$ cat src/rtl/tff_counter_ctrl.sv
// Sequencer for a WIDTH-bit T flip-flop bank used as a programmable synchronous counter.
// Optional down-count support is enabled by defining TFF_CTRL_DOWN_EN (adds the dir port).
module tff_counter_ctrl #(
  parameter int WIDTH = 4
) (
  input  logic             clk,
  input  logic             rst,
  input  logic             start,
  input  logic             pause,
  input  logic             stop,
  input  logic             reload,
`ifdef TFF_CTRL_DOWN_EN
  input  logic             dir,
`endif
  input  logic [WIDTH-1:0] limit,
  output logic [WIDTH-1:0] count,
  output logic             busy,
  output logic             done,
  output logic             tc_pulse
);

  localparam logic [1:0] IDLE  = 2'd0;
  localparam logic [1:0] RUN   = 2'd1;
  localparam logic [1:0] PAUSE = 2'd2;
  localparam logic [1:0] DONE  = 2'd3;

  logic [1:0]       state_r;
  logic [1:0]       state_nx_s;
  logic [WIDTH-1:0] limit_r;
  logic [WIDTH-1:0] limit_nx_s;
  logic             reload_r;
  logic             reload_nx_s;
  logic             dir_r;
  logic             dir_nx_s;
  logic             dir_in_s;
  logic [WIDTH-1:0] count_nx_s;
  logic             tc_nx_s;
  logic [WIDTH-1:0] t_s;
  logic [WIDTH-1:0] start_load_s;
  logic [WIDTH-1:0] wrap_load_s;
  logic             terminal_s;

`ifdef TFF_CTRL_DOWN_EN
  assign dir_in_s = dir;
`else
  assign dir_in_s = 1'b0;
`endif

  // Down-counting starts from the freshly sampled limit and wraps back to the latched one.
  assign start_load_s = dir_in_s ? limit : {WIDTH{1'b0}};
  assign wrap_load_s  = dir_r ? limit_r : {WIDTH{1'b0}};
  assign terminal_s   = dir_r ? (count == {WIDTH{1'b0}}) : (count == limit_r);

  // Toggle enables: t[0]=1, t[i] = AND of lower bits (inverted lower bits when counting down).
  always_comb begin
    logic chain_s;
    chain_s = 1'b1;
    for (int i = 0; i < WIDTH; i++) begin
      t_s[i]  = chain_s;
      chain_s = chain_s & (dir_r ? ~count[i] : count[i]);
    end
  end

  // Next-state, next-count and terminal-pulse decode; stop beats pause beats start.
  always_comb begin
    state_nx_s  = state_r;
    count_nx_s  = count;
    tc_nx_s     = 1'b0;
    limit_nx_s  = limit_r;
    reload_nx_s = reload_r;
    dir_nx_s    = dir_r;
    if (stop) begin
      state_nx_s = IDLE;
      count_nx_s = {WIDTH{1'b0}};
    end else begin
      case (state_r)
        IDLE, DONE: begin
          if (!pause && start) begin
            state_nx_s  = RUN;
            count_nx_s  = start_load_s;
            limit_nx_s  = limit;
            reload_nx_s = reload;
            dir_nx_s    = dir_in_s;
          end else begin
            state_nx_s = state_r;
          end
        end
        RUN: begin
          if (pause) begin
            state_nx_s = PAUSE;
          end else if (terminal_s) begin
            tc_nx_s = 1'b1;
            if (reload_r) begin
              count_nx_s = wrap_load_s;
            end else begin
              state_nx_s = DONE;
            end
          end else begin
            count_nx_s = count ^ t_s;
          end
        end
        PAUSE: begin
          if (pause) begin
            state_nx_s = PAUSE;
          end else begin
            state_nx_s = RUN;
          end
        end
        default: begin
          state_nx_s = IDLE;
          count_nx_s = {WIDTH{1'b0}};
        end
      endcase
    end
  end

  // State, count bank and status outputs, all registered.
  always_ff @(posedge clk or posedge rst) begin
    if (rst) begin
      state_r  <= IDLE;
      count    <= {WIDTH{1'b0}};
      tc_pulse <= 1'b0;
      busy     <= 1'b0;
      done     <= 1'b0;
      limit_r  <= {WIDTH{1'b0}};
      reload_r <= 1'b0;
      dir_r    <= 1'b0;
    end else begin
      state_r  <= state_nx_s;
      count    <= count_nx_s;
      tc_pulse <= tc_nx_s;
      busy     <= (state_nx_s == RUN) || (state_nx_s == PAUSE);
      done     <= (state_nx_s == DONE);
      limit_r  <= limit_nx_s;
      reload_r <= reload_nx_s;
      dir_r    <= dir_nx_s;
    end
  end

endmodule

$ cat config.mk
export PLATFORM = sky130hd
export DESIGN_NAME = tff_counter_ctrl
export DESIGN_NICKNAME = d
export VERILOG_FILES = /design/src/rtl/tff_counter_ctrl.sv
export SDC_FILE = /design/constraint.sdc
export NUM_CORES = 1
export LEC_CHECK = 0
export BUFFER_PORTS_ARGS = -buffer_cell sky130_fd_sc_hd__buf_2
export CAP_MARGIN = 5
export CORE_UTILIZATION = 55
export CTS_CLUSTER_DIAMETER = 50
export CTS_CLUSTER_SIZE = 14
export DETAILED_ROUTE_END_ITERATION = 12
export PLACE_DENSITY = 0.8
export SLEW_MARGIN = 5
export SYNTH_ARGS = -nofsm -noshare
export SYNTH_HDL_FRONTEND = slang
export SYNTH_SLANG_ARGS = --single-unit
$ cat constraint.sdc
create_clock -name clk -period 3.3 [get_ports clk]
set_input_delay 0.66 -clock clk [delete_from_list [all_inputs] [get_ports clk]]
set_output_delay 0.66 -clock clk [all_outputs]
set_load 0.01 [all_outputs]
==> results.cfg, run 1 <==
[final_layout]
area_growth_pct = 12.82
final_core_util_pct = 67.71
fin_nets = 109
antenna_cells = 0
drive_above_1_share_pct = 28.26
final_cell_mix = 16 x buf_2, 14 x dfrtp_1, 7 x inv_1
mostFrequentLayoutCell = buf_2
n_fill_cell = 107
final_cell_area_um2 = 892.1

[setup_path]
slowest_delay_ns = 0.42
path_delay_family = adder cells
crit_required_ns = 3.45
reg2reg_to = busy
worstSetupPathType = flop to flop
cp_slowest_cell = ha_1
cp-endpoint = busy
path_cells = inv_1 > ha_1 > nor3_1 > nor3_1 > a21oi_1 > a211oi_1 > ha_1
worstSetupEndpointType = flop
cp-startpoint = state_r[0]
r2r-start = state_r[0]
rrSetupSlack_ns = 1.33
rr_worst_depth = 7
crit_path_start_kind = flop
worstPathArrival_ns = 2.13
critPathBufInv = 1
path_depth = 7
crit_fanout = 9

[power_and_ir_drop]
total_power_uw = 566.6
leakage_uw = 0.0004278
peakVddDrop_mv = 0.4029
seqPwrFrac_pct = 43.6
p_per_area_nw_per_um2 = 635.1
p_switching_uw = 203.2
switching_share_pct = 35.86
p_clk_share_pct = 16.2
p_int_uw = 363.4
pwr-share-comb_pct = 40.2

[detailed_routing]
drt-total-wl_um = 1372
vias = 611
ant_nets = 0
wl_per_cell_um = 12.82
drt-initial-drc-count = 11
viasPerCell = 5.710
drtPass1Iterations = 5
route.detailed.drc = 0

[global_route]
antenna_found_initial = 0
grt_overflow = 0
grt_usage_pct = 22.52
grt_max_degree = 15
grt_pass1_wl_um = 2339
first_global_vias = 556

[synth]
synth_area_leader_cell = dfrtp_1
synth_top_area_share_pct = 44.30
synth_edf_count = 0
netlist_area_um2 = 790.8
ys_seq_area_share_pct = 44.30
syn_inst = 76
synth_top_cells_by_area = dfrtp_1 44%, ha_1 7.9%, mux2_2 7.1%, xnor2_1 4.4%, inv_1 3.3%
synthArstFlopShare_pct = 100.0
syn_nets = 91
synth_ff_type = dfrtp_1
yosysWarnings = 0
ys_ff_latch = 14
ys_types = 29
syn_area_per_cell_um2 = 10.40

[run]
max-cap-violations = 0

[sta]
relSlewSlack_pct = 66.78
fin_skew_ns = 0.004100
hold_viol = 0
period_needed_ns = 1.975
finalSetupViolations = 0
fmax_mhz = 506.4
worst_pin_slew_ns = 0.4978
drv_slew = 0
layout_setup_ws_ns = 1.325
grt_setup_unrepaired = no
period_share_pct = 59.84
setup_tns_ns = 0

[die]
fp-row-count = 13
dieArea_um2 = 1593
start_util_pct = 60.02
die_h_um = 39.92
die_width_um = 39.92
io-pin-count = 17
core_region_area_um2 = 1318

[place]
dp_worst_setup_slack_ns = 1.367
dpl_cell_area_um2 = 869.6
place_congestion = 0.8614
io_buffer_count = 16
hpwlAfterDp_um = 1057

[clock_network]
htreeDepth = 1
clock-sinks = 14
cts_tree = built
clock_latency_ns = 0.27
cts_resized = 0
clkSlewWorstSetupHoldPaths_ns = 0.08
clock-root-buffer = clkbuf_4
cts_made_buffers = 3
cts.path.max_buffers = 2
holdBufCountCts = 0
cts_setup_buffers = 0

[min_path]
min_path_type = input pin to async pin

[run_status]
status = finished, final reports clean
## metrics by stage
step	cells	hold slack [ns]
4_1_cts	107	0.4232
5_1_grt	107	0.4651
2_1_floorplan	76	0.5022
3_3_place_gp	104	0.5138
6_report	107	0.4042
3_5_place_dp	104	0.5196
## cells in the mapped netlist, drive strengths merged (2+ instances only)
cell    n
nor2b   2
dfrtp  14
ha      5
a211o   2
buf     2
xnor2   4
nor3    6
nand4   3
o21ai   3
a32oi   2
inv     7
a21oi   5
nand2   4
mux2    5
## layer usage
metal	track usage [%]	part of all wire [%]
met4	7.759	1.4
met2	33.06	44
met1	31.69	50
met3	5.682	4.5
met5	0	0
## registers in the layout, summed over array words and instances, names as in the netlist
name	cells
state_r	2
done	1
limit_r	4
reload_r	1
count	4
tc_pulse	1
busy	1
## worst reg2reg max path: cells and delay by family, from the launching register on
kind	cells	cell delay, ns
adders and majority gates	2	0.71
AOI/OAI and AO/OA	2	0.41
DFF	1	0.39
and+or+nand+nor	2	0.29
buffers and inverters	1	0.06
## worst min-delay path by stage
stage | slack, ns | to | depth (start not counted)
after global routing | 0.47 | limit_r[2] | 2
final | 0.40 | limit_r[2] | 2
after global placement | 0.51 | limit_r[2] | 1
after detailed placement | 0.52 | limit_r[2] | 1
after CTS | 0.42 | limit_r[2] | 2
after floorplan | 0.50 | limit_r[0] | 1
## power groups by stage
stage          clock network [µW]  registers, µW  logic [µW]
4_1_cts                      95.6            247         226
3_3_place_gp                    0            249         219
5_1_grt                       101            252         253
2_1_floorplan                   0            248         187
6_report                     91.9            247         228
3_5_place_dp                    0            251         225
## cells by family after synthesis
| family | Yosys count | share of synthesized area [%] |
|---|---|---|
| simple gates | 20 | 14.87 |
| xor+xnor | 4 | 4.430 |
| compound gates | 17 | 14.24 |
| flops | 14 | 44.30 |
| fa+ha+maj | 5 | 7.911 |
| buf+inv | 10 | 5.854 |
| mux | 6 | 8.386 |
## cell type report
cell class	instances	area [µm²]	share of cell area [%]
clock buffers	3	22.52	2.525
multi-input cells	52	394.1	44.18
well taps	15	18.77	2.104
flip-flops and latches	14	350.3	39.27
repair buffers	16	80.08	8.976
inverters	7	26.28	2.945
Power figures use the tool's default switching activity.
==> run 2: changes to the inputs <==
Settings changed: CORE_UTILIZATION 55 to 51, PLACE_DENSITY 0.8 to 0.75.
Clock period 3.3 ns to 1.95 ns, I/O delays scaled along.
==> results.cfg, run 2 (synthesis results as in run 1) <==
[run_status]
status = finished, final reports clean

[sta]
worst_pin_slew_ns = 0.5203
fin_skew_ns = 0.003897
relSlewSlack_pct = 65.27
hold_viol = 0
fmax_mhz = 550.0
timing.hold.ws_ns = 0.1315
drv_slew = 0
period_needed_ns = 1.818
setup_tns_ns = 0
period_share_pct = 93.25
layout_setup_ws_ns = 0.1317
grt_setup_unrepaired = no
finalSetupViolations = 0

[detailed_routing]
drtPass1Iterations = 4
ant_nets = 0
drt-initial-drc-count = 10
route.detailed.drc = 0
viasPerCell = 5.908
drt-total-wl_um = 1509
wl_per_cell_um = 13.84
vias = 644

[final_layout]
area_growth_pct = 18.51
fin_nets = 110
drive_above_1_share_pct = 34.04
antenna_cells = 0
mostFrequentLayoutCell = buf_2
reg_top3 = count: 4 flops, limit_r: 4 flops, state_r: 2 flops
final_cell_mix = 16 x buf_2, 14 x dfrtp_1, 7 x inv_1
n_fill_cell = 113

[die]
fp-row-count = 13
start_util_pct = 57.88
die_width_um = 41.38
core_region_area_um2 = 1366
dieArea_um2 = 1712
die_h_um = 41.38
io-pin-count = 17

[min_path]
min_path_type = input pin to async pin

[place]
io_buffer_count = 16
dp_worst_setup_slack_ns = 0.0003449
place_congestion = 0.8742
hpwlAfterDp_um = 1136

[clock_network]
cts_made_buffers = 3
holdBufCountCts = 0
cts_tree = built
clock-root-buffer = clkbuf_4
htreeDepth = 1
clock-sinks = 14
clkSlewWorstSetupHoldPaths_ns = 0.09
clock_latency_ns = 0.28
cts.path.max_buffers = 2
cts_setup_buffers = 0

[setup_path]
cp-startpoint = state_r[0]
worstSetupEndpointType = flop
crit_fanout = 9
slowest_delay_ns = 0.41
crit_path_start_kind = flop
rrSetupSlack_ns = 0.13
cp_slowest_cell = dfrtp_1
crit_required_ns = 2.11
worstPathArrival_ns = 1.98
worstSetupPathType = flop to flop
path_cells = inv_1 > ha_4 > nor3_1 > a211o_1 > a21o_1 > a21oi_1 > ha_1
r2r-start = state_r[0]

[power_and_ir_drop]
leakage_uw = 0.0004406
p_per_area_nw_per_um2 = 1129
peakVddDrop_mv = 0.6494

[global_route]
grt_max_degree = 15
grt_pass1_wl_um = 2359
grt_overflow = 0
first_global_vias = 532
antenna_found_initial = 0
grt_usage_pct = 21.67

[run]
max-cap-violations = 0
run 2: cell types whose count changed in the layout (fill, tap and decap cells not counted), sizes merged:
cell / delta
buf: +1
clkbuf: +1
run 2: worst max-delay path, delay by kind of cell (launching register included):
family,cells,cell delay (ns)
and+or+nand+nor,1,0.07
AOI/OAI and AO/OA,3,0.56
DFF,1,0.41
buffers and inverters,1,0.09
adders and majority gates,2,0.58
run 2: what timing repair did:
| item | CTS | global route |
|---|---|---|
| resized for setup | 1 | 4 |
| pin swaps | 0 | 0 |
| setup endpoints to repair | 1 | 5 |
run 2: area by class of cell:
cell class	count	area, µm²	share of cell area [%]
multi-input combinational	52	417.9	44.59
sequential	14	350.3	37.38
timing repair buffer	17	87.58	9.346
clock buffer	4	36.28	3.872
inverter	7	26.28	2.804
tap	15	18.77	2.003
run 2: layer usage:
layer	global-route usage (%)	wire length [µm]
met1	29.59	718
met4	4.839	7
met3	6.915	59
met5	0	0
met2	33.59	723
run 2: power by group:
group          total, µW  internal (µW)  leakage (µW)  switching, µW
clock network        210            113     0.0000210           96.5
logic                425            202      0.000236            223
registers            423            367      0.000183           56.4
total               1060            682      0.000441            376
run 2: stage by stage:
stage                     std cells  cell area, µm²  utilization [%]  total power, µW
after floorplan                  76           790.8                -            735.7
after global placement          105           877.1            64.19            796.9
after detailed placement        105           877.1            64.19            815.2
after CTS                       109           918.4            67.22             1033
after global routing            109           937.1            68.59             1126
final                           109           937.1            68.59             1058
run 2: path summary, 6_finish.rpt:
path                         endpoint  cells after the start
setup reg to reg                 busy                      7
hold reg to reg            limit_r[0]                      1
setup / recovery                 busy                      7
max in group asynchronous    tc_pulse                      2
hold / removal             limit_r[2]                      2
min in group clk             reload_r                      3
==> run 3: changes to the inputs <==
Settings changed: CORE_UTILIZATION 51 to 35, PLACE_DENSITY 0.75 to not set.
Clock period 1.95 ns to 1.65 ns, I/O delays scaled along.
==> results.cfg, run 3 (synthesis results as in run 1) <==
[power_and_ir_drop]
switching_share_pct = 35.35
p_switching_uw = 492.5
peakVddDrop_mv = 0.6391
p_int_uw = 900.7
p_clk_share_pct = 18.2
seqPwrFrac_pct = 35.3
pwr-share-comb_pct = 46.5
leakage_uw = 0.0005086
p_per_area_nw_per_um2 = 1289

[sta]
period_needed_ns = 1.690
grt_setup_unrepaired = yes
timing.hold.ws_ns = 0.04878
drv_slew = 0
layout_setup_ws_ns = -0.03983
hold_viol = 0
finalSetupViolations = 1
fin_skew_ns = 0.01301
period_share_pct = 102.4
worst_pin_slew_ns = 0.5046
fmax_mhz = 591.8
relSlewSlack_pct = 66.32

[clock_network]
htreeDepth = 1
clock-sinks = 14
clkSlewWorstSetupHoldPaths_ns = 0.10
cts_tree = built
cts_made_buffers = 3
clock_latency_ns = 0.29
cts.path.max_buffers = 2
clock-root-buffer = clkbuf_4
holdBufCountCts = 0

[run_status]
status = complete, but fails checks
violations = negative setup slack

[run]
max-cap-violations = 0

[setup_path]
cp-startpoint = state_r[1]
crit_path_start_kind = flop
crit_fanout = 7
rrSetupSlack_ns = -0.04
r2r-start = state_r[1]
cp-endpoint = busy
reg2reg_to = busy
worstSetupPathType = flop to flop
worstPathArrival_ns = 1.86
worstSetupEndpointType = flop
crit_required_ns = 1.82
rr_worst_depth = 6

[die]
io-pin-count = 17
core_region_area_um2 = 2042
die_h_um = 49.53
die_width_um = 49.53
start_util_pct = 38.73
dieArea_um2 = 2453
fp-row-count = 16

[detailed_routing]
wl_per_cell_um = 13.04
drt-initial-drc-count = 18
route.detailed.drc = 0
top_layer_used = met4
viasPerCell = 5.205
ant_nets = 0
vias = 687
drt-met1-wl_um = 764
drtPass1Iterations = 4
drt-total-wl_um = 1721
dr_wl_met3_um = 98
wl_met2_um = 838

[final_layout]
drive_above_1_share_pct = 45.71
reg_top3 = count: 4 flops, limit_r: 4 flops, state_r: 2 flops
area_growth_pct = 36.71
stdcell_count = 132
final_cell_mix = 16 x buf_2, 14 x dfrtp_1, 11 x buf_4
mostFrequentLayoutCell = buf_2
antenna_cells = 0
fin_nets = 121

[global_route]
antenna_found_initial = 0
grt_overflow = 0
grt_max_degree = 15
grt_usage_pct = 16.53
grt_pass1_wl_um = 3042
first_global_vias = 714

[min_path]
min_path_type = input pin to async pin

[place]
place_inst = 127
hpwlAfterDp_um = 1263
place_congestion = 0.8554
io_buffer_count = 16
-- run 3: changes by cell type in the layout (fill, tap and decap cells not counted), sizes merged --
cell,previous run,this run
buf,17,28
-- run 3: area by class of cell --
class | instances | area [µm²]
fillers | 200 | 960.9
well taps | 27 | 33.78
repair buffers | 28 | 173.9
inverters | 7 | 28.78
multi-input cells | 52 | 457.9
clock buffers | 4 | 36.28
flip-flops and latches | 14 | 350.3
-- run 3: worst max-delay path, cell delays in order, from the launching register on --
cell,delay [ns]
dfrtp_1,0.42
ha_4,0.33
nor3_2,0.06
a211o_1,0.23
a21o_1,0.17
a21oi_2,0.13
ha_1,0.24
-- run 3: worst min path at each step --
| stage | from | to | slack (ns) | cells after the start |
|---|---|---|---|---|
| 3_3_place_gp | rst | limit_r[2] | 0.40 | 2 |
| 2_1_floorplan | rst | busy | 0.22 | 1 |
| 4_1_cts | rst | count[2] | 0.08 | 2 |
| 6_report | rst | count[2] | 0.05 | 2 |
| 3_5_place_dp | rst | limit_r[2] | 0.40 | 2 |
| 5_1_grt | rst | count[2] | 0.11 | 2 |
-- run 3: stage by stage --
stage | TNS (ns) | setup WS (ns) | total power, µW | instance area [µm²] | utilization (%)
4_1_cts | -0.01315 | -0.01315 | 1376 | 1056 | 51.72
3_3_place_gp | -0.1922 | -0.07669 | 1056 | 988.4 | 48.41
6_report | -0.03983 | -0.03983 | 1393 | 1081 | 52.94
3_5_place_dp | -0.3084 | -0.09340 | 1071 | 988.4 | 48.41
2_1_floorplan | -0.1229 | -0.03726 | 926.3 | 818.3 | -
5_1_grt | -0.3231 | -0.1154 | 1507 | 1081 | 52.94
-- run 3: routing by layer --
metal / global-route usage (%) / up-vias
li1: - / 334
met1: 20.50 / 328
met2: 27.25 / 21
met3: 5.556 / 4
met4: 4.286 / 0
met5: 0 / -
-- run 3: power groups by stage --
stage / clock (µW) / combinational, µW / sequential [µW]
4_1_cts: 258 / 623 / 495
2_1_floorplan: 0 / 430 / 496
3_3_place_gp: 0 / 562 / 494
5_1_grt: 272 / 728 / 507
3_5_place_dp: 0 / 573 / 497
6_report: 254 / 647 / 492
-- run 3: repair_timing --
action                     4_1_cts  5_1_grt
gates resized for setup          7        3
cloned                           0        0
setup buffers                    0        1
pin swaps                        2        5
setup endpoints to repair        5        5
